<file path="src/rtl/uart_apb_regs.sv">
// uart_apb_regs: APB3 slave register file in front of uart_core.
// Holds divisor/config, turns DATA accesses into TX push / RX pop strobes,
// and keeps sticky error status (parity, TX overflow, RX underflow).
// Optional feature macro: UART_IRQ_EN (interrupt enables in CFG[6:4], o_irq).
//
// state | meaning
// IDLE  | no transfer in progress
// SETUP | APB setup phase seen, waiting for the access phase
// ACK   | o_pready high, all side effects of the transfer take place
module uart_apb_regs #(
  parameter logic [15:0] DIV_RESET = 16'd325,
  parameter logic [7:0]  CFG_RESET = 8'h03
) (
  input  logic        clk,
  input  logic        rst,
  input  logic        i_psel,
  input  logic        i_penable,
  input  logic        i_pwrite,
  input  logic [3:0]  i_paddr,
  input  logic [31:0] i_pwdata,
  output logic [31:0] o_prdata,
  output logic        o_pready,
  output logic        o_pslverr,
  output logic [15:0] o_divisor,
  output logic [1:0]  o_num_bit_data,
  output logic        o_parity_en,
  output logic        o_parity_type,
  output logic [7:0]  o_cpu_txd,
  output logic        o_tx_wr,
  input  logic        i_tx_full,
  input  logic [7:0]  i_cpu_rxd,
  output logic        o_rx_rd,
  input  logic        i_rx_empty,
  input  logic        i_parity_err,
  output logic        o_irq
);

  typedef enum logic [1:0] {IDLE, SETUP, ACK} state_t;

  state_t      state, state_next;
  logic [3:0]  cfg;
  logic [2:0]  ie;
  logic        par_err, tx_ovf, rx_udf;
  logic        access;
  logic        err, push, pop, div_we, cfg_we, w1c, set_ovf, set_udf;
  logic [31:0] rdata_next;
  logic        unused_pwdata;

  assign unused_pwdata = ^i_pwdata[31:16];
  assign {o_parity_type, o_parity_en, o_num_bit_data} = cfg;
  // Decisions are taken on the SETUP->ACK edge so their effects are visible in ACK.
  assign access = (state == SETUP) && i_psel && i_penable;

  // State register.
  always_ff @(posedge clk or posedge rst) begin
    if (rst) state <= IDLE;
    else     state <= state_next;
  end

  // Next-state logic.
  always_comb begin
    state_next = state;
    case (state)
      IDLE:    if (i_psel && !i_penable) state_next = SETUP;
      SETUP:   state_next = (i_psel && i_penable) ? ACK : IDLE;
      ACK:     state_next = IDLE;
      default: state_next = IDLE;
    endcase
  end

  // Address decode and per-transfer response for the access about to be acknowledged.
  always_comb begin
    err        = 1'b0;
    push       = 1'b0;
    pop        = 1'b0;
    div_we     = 1'b0;
    cfg_we     = 1'b0;
    w1c        = 1'b0;
    set_ovf    = 1'b0;
    set_udf    = 1'b0;
    rdata_next = 32'd0;
    if (access) begin
      if (i_paddr[1:0] != 2'b00) begin
        err = 1'b1;
      end else begin
        case (i_paddr[3:2])
          2'd0: begin
            if (i_pwrite) begin
              if (i_tx_full) begin err = 1'b1; set_ovf = 1'b1; end
              else push = 1'b1;
            end else begin
              if (i_rx_empty) begin err = 1'b1; set_udf = 1'b1; end
              else begin pop = 1'b1; rdata_next = {24'd0, i_cpu_rxd}; end
            end
          end
          2'd1: begin
            if (i_pwrite) begin
              if (i_pwdata[15:0] == 16'd0) err = 1'b1;
              else div_we = 1'b1;
            end else rdata_next = {16'd0, o_divisor};
          end
          2'd2: begin
            if (i_pwrite) cfg_we = 1'b1;
            else rdata_next = {25'd0, ie, cfg};
          end
          default: begin
            if (i_pwrite) w1c = 1'b1;
            else rdata_next = {27'd0, rx_udf, tx_ovf, par_err, i_rx_empty, i_tx_full};
          end
        endcase
      end
    end
  end

  // Bus response, FIFO strobes, config and sticky status registers.
  always_ff @(posedge clk or posedge rst) begin
    if (rst) begin
      o_pready  <= 1'b0;
      o_pslverr <= 1'b0;
      o_prdata  <= 32'd0;
      o_tx_wr   <= 1'b0;
      o_rx_rd   <= 1'b0;
      o_cpu_txd <= 8'd0;
      o_divisor <= DIV_RESET;
      cfg       <= CFG_RESET[3:0];
      par_err   <= 1'b0;
      tx_ovf    <= 1'b0;
      rx_udf    <= 1'b0;
    end else begin
      o_pready  <= access;
      o_pslverr <= err;
      o_prdata  <= rdata_next;
      o_tx_wr   <= push;
      o_rx_rd   <= pop;
      if (push)   o_cpu_txd <= i_pwdata[7:0];
      if (div_we) o_divisor <= i_pwdata[15:0];
      if (cfg_we) cfg       <= i_pwdata[3:0];
      // A new parity error in the same cycle as its W1C wins.
      par_err <= i_parity_err | (par_err & ~(w1c & i_pwdata[2]));
      tx_ovf  <= set_ovf      | (tx_ovf  & ~(w1c & i_pwdata[3]));
      rx_udf  <= set_udf      | (rx_udf  & ~(w1c & i_pwdata[4]));
    end
  end

`ifdef UART_IRQ_EN
  // Interrupt enables and registered interrupt output.
  always_ff @(posedge clk or posedge rst) begin
    if (rst) begin
      ie    <= 3'd0;
      o_irq <= 1'b0;
    end else begin
      if (cfg_we) ie <= i_pwdata[6:4];
      o_irq <= (ie[0] & ~i_rx_empty) | (ie[1] & ~i_tx_full) |
               (ie[2] & (par_err | tx_ovf | rx_udf));
    end
  end
`else
  assign ie    = 3'd0;
  assign o_irq = 1'b0;
`endif

endmodule

</file>
<file path="config.mk">
export PLATFORM = sky130hd
export DESIGN_NAME = uart_apb_regs
export DESIGN_NICKNAME = d
export VERILOG_FILES = /design/src/rtl/uart_apb_regs.sv
export SDC_FILE = /design/constraint.sdc
export NUM_CORES = 1
export LEC_CHECK = 0
export CORE_UTILIZATION = 40
export DETAILED_ROUTE_END_ITERATION = 10
export PLACE_DENSITY = 0.88
export SLEW_MARGIN = 5
export SYNTH_ARGS = -nofsm -noshare
export SYNTH_HDL_FRONTEND = slang
export SYNTH_SLANG_ARGS = --single-unit
export TNS_END_PERCENT = 20
</file>
<file path="constraint.sdc">
create_clock -name clk -period 2 [get_ports clk]
set_input_delay 0.2 -clock clk [delete_from_list [all_inputs] [get_ports clk]]
set_output_delay 0.2 -clock clk [all_outputs]
set_load 0.02 [all_outputs]
</file>
==> flow_summary_export.csv <==
group,metric,value,unit
run_status,status,"complete, no violations",
setup_path,cp_top_family,"simple AND/OR/NAND/NOR gates",
timing,fmax,533.8,MHz
power_and_ir_drop,p_int,0.001503,W
setup_path,max_stage_delay,0.48,ns
flow_run,cap_violations,0,
worst_hold_path,hold_class,"primary input to asynchronous set/reset pin",
global_routing,met3_usage,4.138,%
yosys,synth_top_area_cell,"dfrtp_1",
global_routing,overflow,0,
power_and_ir_drop,leakagePower,1.614,nW
yosys,yosys.area.top_type_share,49.14,%
route,drtPass1Iterations,5,
global_routing,use_met1,23.04,%
global_routing,grt_usage,18.14,%
yosys,synthMuxAreaShare,17.46,%
yosys,synthCells,184,
route,vias,1738,
global_routing,use_met2,29.22,%
power_and_ir_drop,p_per_area,578.9,mW/mm2
global_routing,grt_pass1_wl,8500,um
power_and_ir_drop,p_clk_share,29.4,%
power_and_ir_drop,combPwrFrac,15.2,%
clock_tree,clk_pin_slew,0.09,ns
clock_tree,cts_tree,"built",
setup_path,cp.arrival,2.07,ns
yosys,synthSimpleGateAreaFrac,13.75,%
clock_tree,cts_htree_levels,2,
global_routing,grt_antenna_before_repair,0,
yosys,synth_area,0.002394,mm2
clock_tree,root_buffer,"clkbuf_8",
die,start_util,42.43,%
power_and_ir_drop,swShare,25.42,%
final_layout,syn_to_final_growth,45.43,%
yosys,yosysWarnings,0,
final_layout,layout.cells.non_filler,360,
setup_path,worst-r2r-cell-count,5,
setup_path,worst-path-stages,6,
setup_path,required,2.19,ns
placement,port_buffers,83,
timing,setup_viol,0,
placement,place_inst,352,
yosys,syn-mean-instance-area,13.01,um2
route,routed_wirelength,5348,um
clock_tree,cts_setup_buffers,0,
final_layout,num-fill-cells,445,
clock_tree,clk_latency,0.31,ns
route,detail_route.vias_per_cell,4.828,
placement,routabilityCongestion,0.7877,
die,die_x,79.36,um
power_and_ir_drop,seqPwrFrac,55.4,%
die,die_area,0.006297,mm2
timing,final-hold-violation-count,0,
global_routing,grt_pass1_vias,1721,
power_and_ir_drop,ir_drop,0.2746,mV
power_and_ir_drop,switchingPower,0.0005122,W
final_layout,mostFrequentLayoutCells,"clkdlybuf4s50_1, dfrtp_1, mux2_2, buf_4, conb_1",
setup_path,cp_cell_sequence,"clkdlybuf4s50_1, nor4_1, nand4_1, nand4_4, buf_12, mux2_2",
setup_path,path_buf_inv,2,
global_routing,grt_start_max_net_pins,54,
timing,slew_viol_final,0,
final_layout,antenna_cells,0,
route,avgRoutedWirePerCell,14.86,um
setup_path,crit_type,"primary input to flop",
setup_path,endpoint_kind,"flop",
placement,hpwl,4189,um
timing,whs,0.2562,ns
yosys,synth_compound_area_share,5.332,%
die,rows,27,
power_and_ir_drop,p_total,0.002015,W
route,drcViolationCount,0,
timing,fin_crit,1.873,ns
global_routing,grt_busiest_layer,"met2",
final_layout,layout_commonest_cell,"clkdlybuf4s50_1",
final_layout,nets,339,
route,antenna_left,0,
yosys,ys_seq_area_share,55.72,%
setup_path,startpoint_type,"primary input",
yosys,ys_ff_latch,53,
timing,rsz0062_at_grt,"no",
setup_path,crit_slowest_cell,"nor4_1",
clock_tree,postCtsHoldBufs,0,
clock_tree,clock_path_buffers,2,
yosys,ys_types,37,
yosys,synth.area.top_cells,"dfrtp_1, mux2_2, dfstp_2",
die,io-pin-count,117,
yosys,synth_top_family_by_area,"multiplexers",
clock_tree,cts.repair.resized,0,
timing,fin_setup_tns,0,ns
placement,preCtsSetupSlack,-0.1610,ns
yosys,synthXorXnorAreaFrac,0,%
timing,slew_headroom,59.23,%
die,die_h,79.36,um
final_layout,drive_gt1_share,26.04,%
clock_tree,cts_buffers,5,
die,core_area,0.005642,mm2
timing,tightest_slew,0.6103,ns
setup_path,path_max_fanout,10,
route,drtIter0Drc,67,
timing,fin_crit_sh,93.67,%
yosys,synthAdderAreaFrac,0,%
timing,setup_ws,0.1266,ns
timing,clock_skew,0.01364,ns
clock_tree,cts_sinks,53,
metal layers:
metal  part of all wire (%)  up-vias
met2                     49       69
li1                       -      823
met5                      0        -
met4                    2.3        0
met3                    5.6       11
met1                     43      835
worst paths after layout:
check                        startpoint            end  slack, ns
setup / recovery           i_pwdata[10]  o_divisor[10]       0.13
hold / removal                      rst   o_prdata[13]       0.26
setup reg to reg               state[1]   o_divisor[3]       0.32
hold reg to reg                state[1]       state[0]       0.45
max in group asynchronous           rst   o_divisor[6]       1.47
min in group clk           i_parity_err        par_err       0.45
cell usage after synthesis:
| cell type | n |
|---|---|
| inv_1 | 2 |
| nor4_2 | 1 |
| o31a_1 | 1 |
| nand3_2 | 2 |
| buf_4 | 19 |
| dfstp_2 | 6 |
| mux2_4 | 10 |
| and4b_1 | 1 |
| and2b_1 | 1 |
| o21ai_0 | 7 |
| a21oi_1 | 1 |
| a21o_1 | 1 |
| and4b_2 | 1 |
| nand4_4 | 1 |
| nor4b_1 | 1 |
| a32o_1 | 1 |
| nor3_1 | 2 |
| nor2b_1 | 4 |
| nand2b_1 | 1 |
| and2_4 | 1 |
| nand3_1 | 1 |
| buf_2 | 1 |
| nand4_1 | 3 |
| clkbuf_1 | 4 |
| mux2i_1 | 2 |
| dfrtp_1 | 47 |
| and2_1 | 6 |
| and3_1 | 9 |
| nand2_1 | 6 |
| mux2_2 | 22 |
| buf_6 | 1 |
| a22oi_1 | 7 |
| nor3b_1 | 1 |
| nor2_1 | 4 |
| a41oi_1 | 1 |
| conb_1 | 1 |
| nor4_1 | 4 |
flip-flops by register name, indices dropped and copies added (netlist names):
signal	cells
par_err	1
o_prdata	16
o_divisor	16
o_tx_wr	1
tx_ovf	1
o_rx_rd	1
o_cpu_txd	8
o_pready	1
cfg	4
o_pslverr	1
state	2
rx_udf	1
layout make-up:
| type | count | area, um2 | share of cell area [%] |
|---|---|---|---|
| Tap cell | 72 | 90.09 | 2.588 |
| Sequential cell | 53 | 1334 | 38.32 |
| Clock inverter | 3 | 21.27 | 0.6111 |
| Multi-Input combinational cell | 120 | 938.4 | 26.96 |
| Clock buffer | 5 | 68.82 | 1.977 |
| Timing Repair Buffer | 105 | 1021 | 29.33 |
| Inverter | 2 | 7.507 | 0.2157 |
power by group through the flow:
stage | logic, W | registers, W | clock network, W
3_5_place_dp | 0.000307 | 0.00114 | 0
5_1_grt | 0.000329 | 0.00112 | 0.000655
4_1_cts | 0.000308 | 0.00112 | 0.000607
3_3_place_gp | 0.000301 | 0.00114 | 0
6_report | 0.000307 | 0.00112 | 0.000592
2_1_floorplan | 0.000137 | 0.00116 | 0
cell families after synthesis:
| family | count (synthesis) |
|---|---|
| AO/OA/AOI/OAI | 19 |
| buffers and inverters | 27 |
| flip-flops | 53 |
| multiplexers | 34 |
| other | 1 |
| AND/OR/NAND/NOR | 50 |
worst min-delay path, delay by kind of cell:
family,cells,cell delay [ns]
buf+inv,3,0.75
metrics by stage:
stage               util (%)  cell area (um2)
floorplan                  -             2454
global placement       60.10             3391
detailed placement     60.10             3391
CTS                    61.70             3481
global route           61.70             3481
finish                 61.70             3481
No activity file was read; power rests on OpenSTA's default activity.
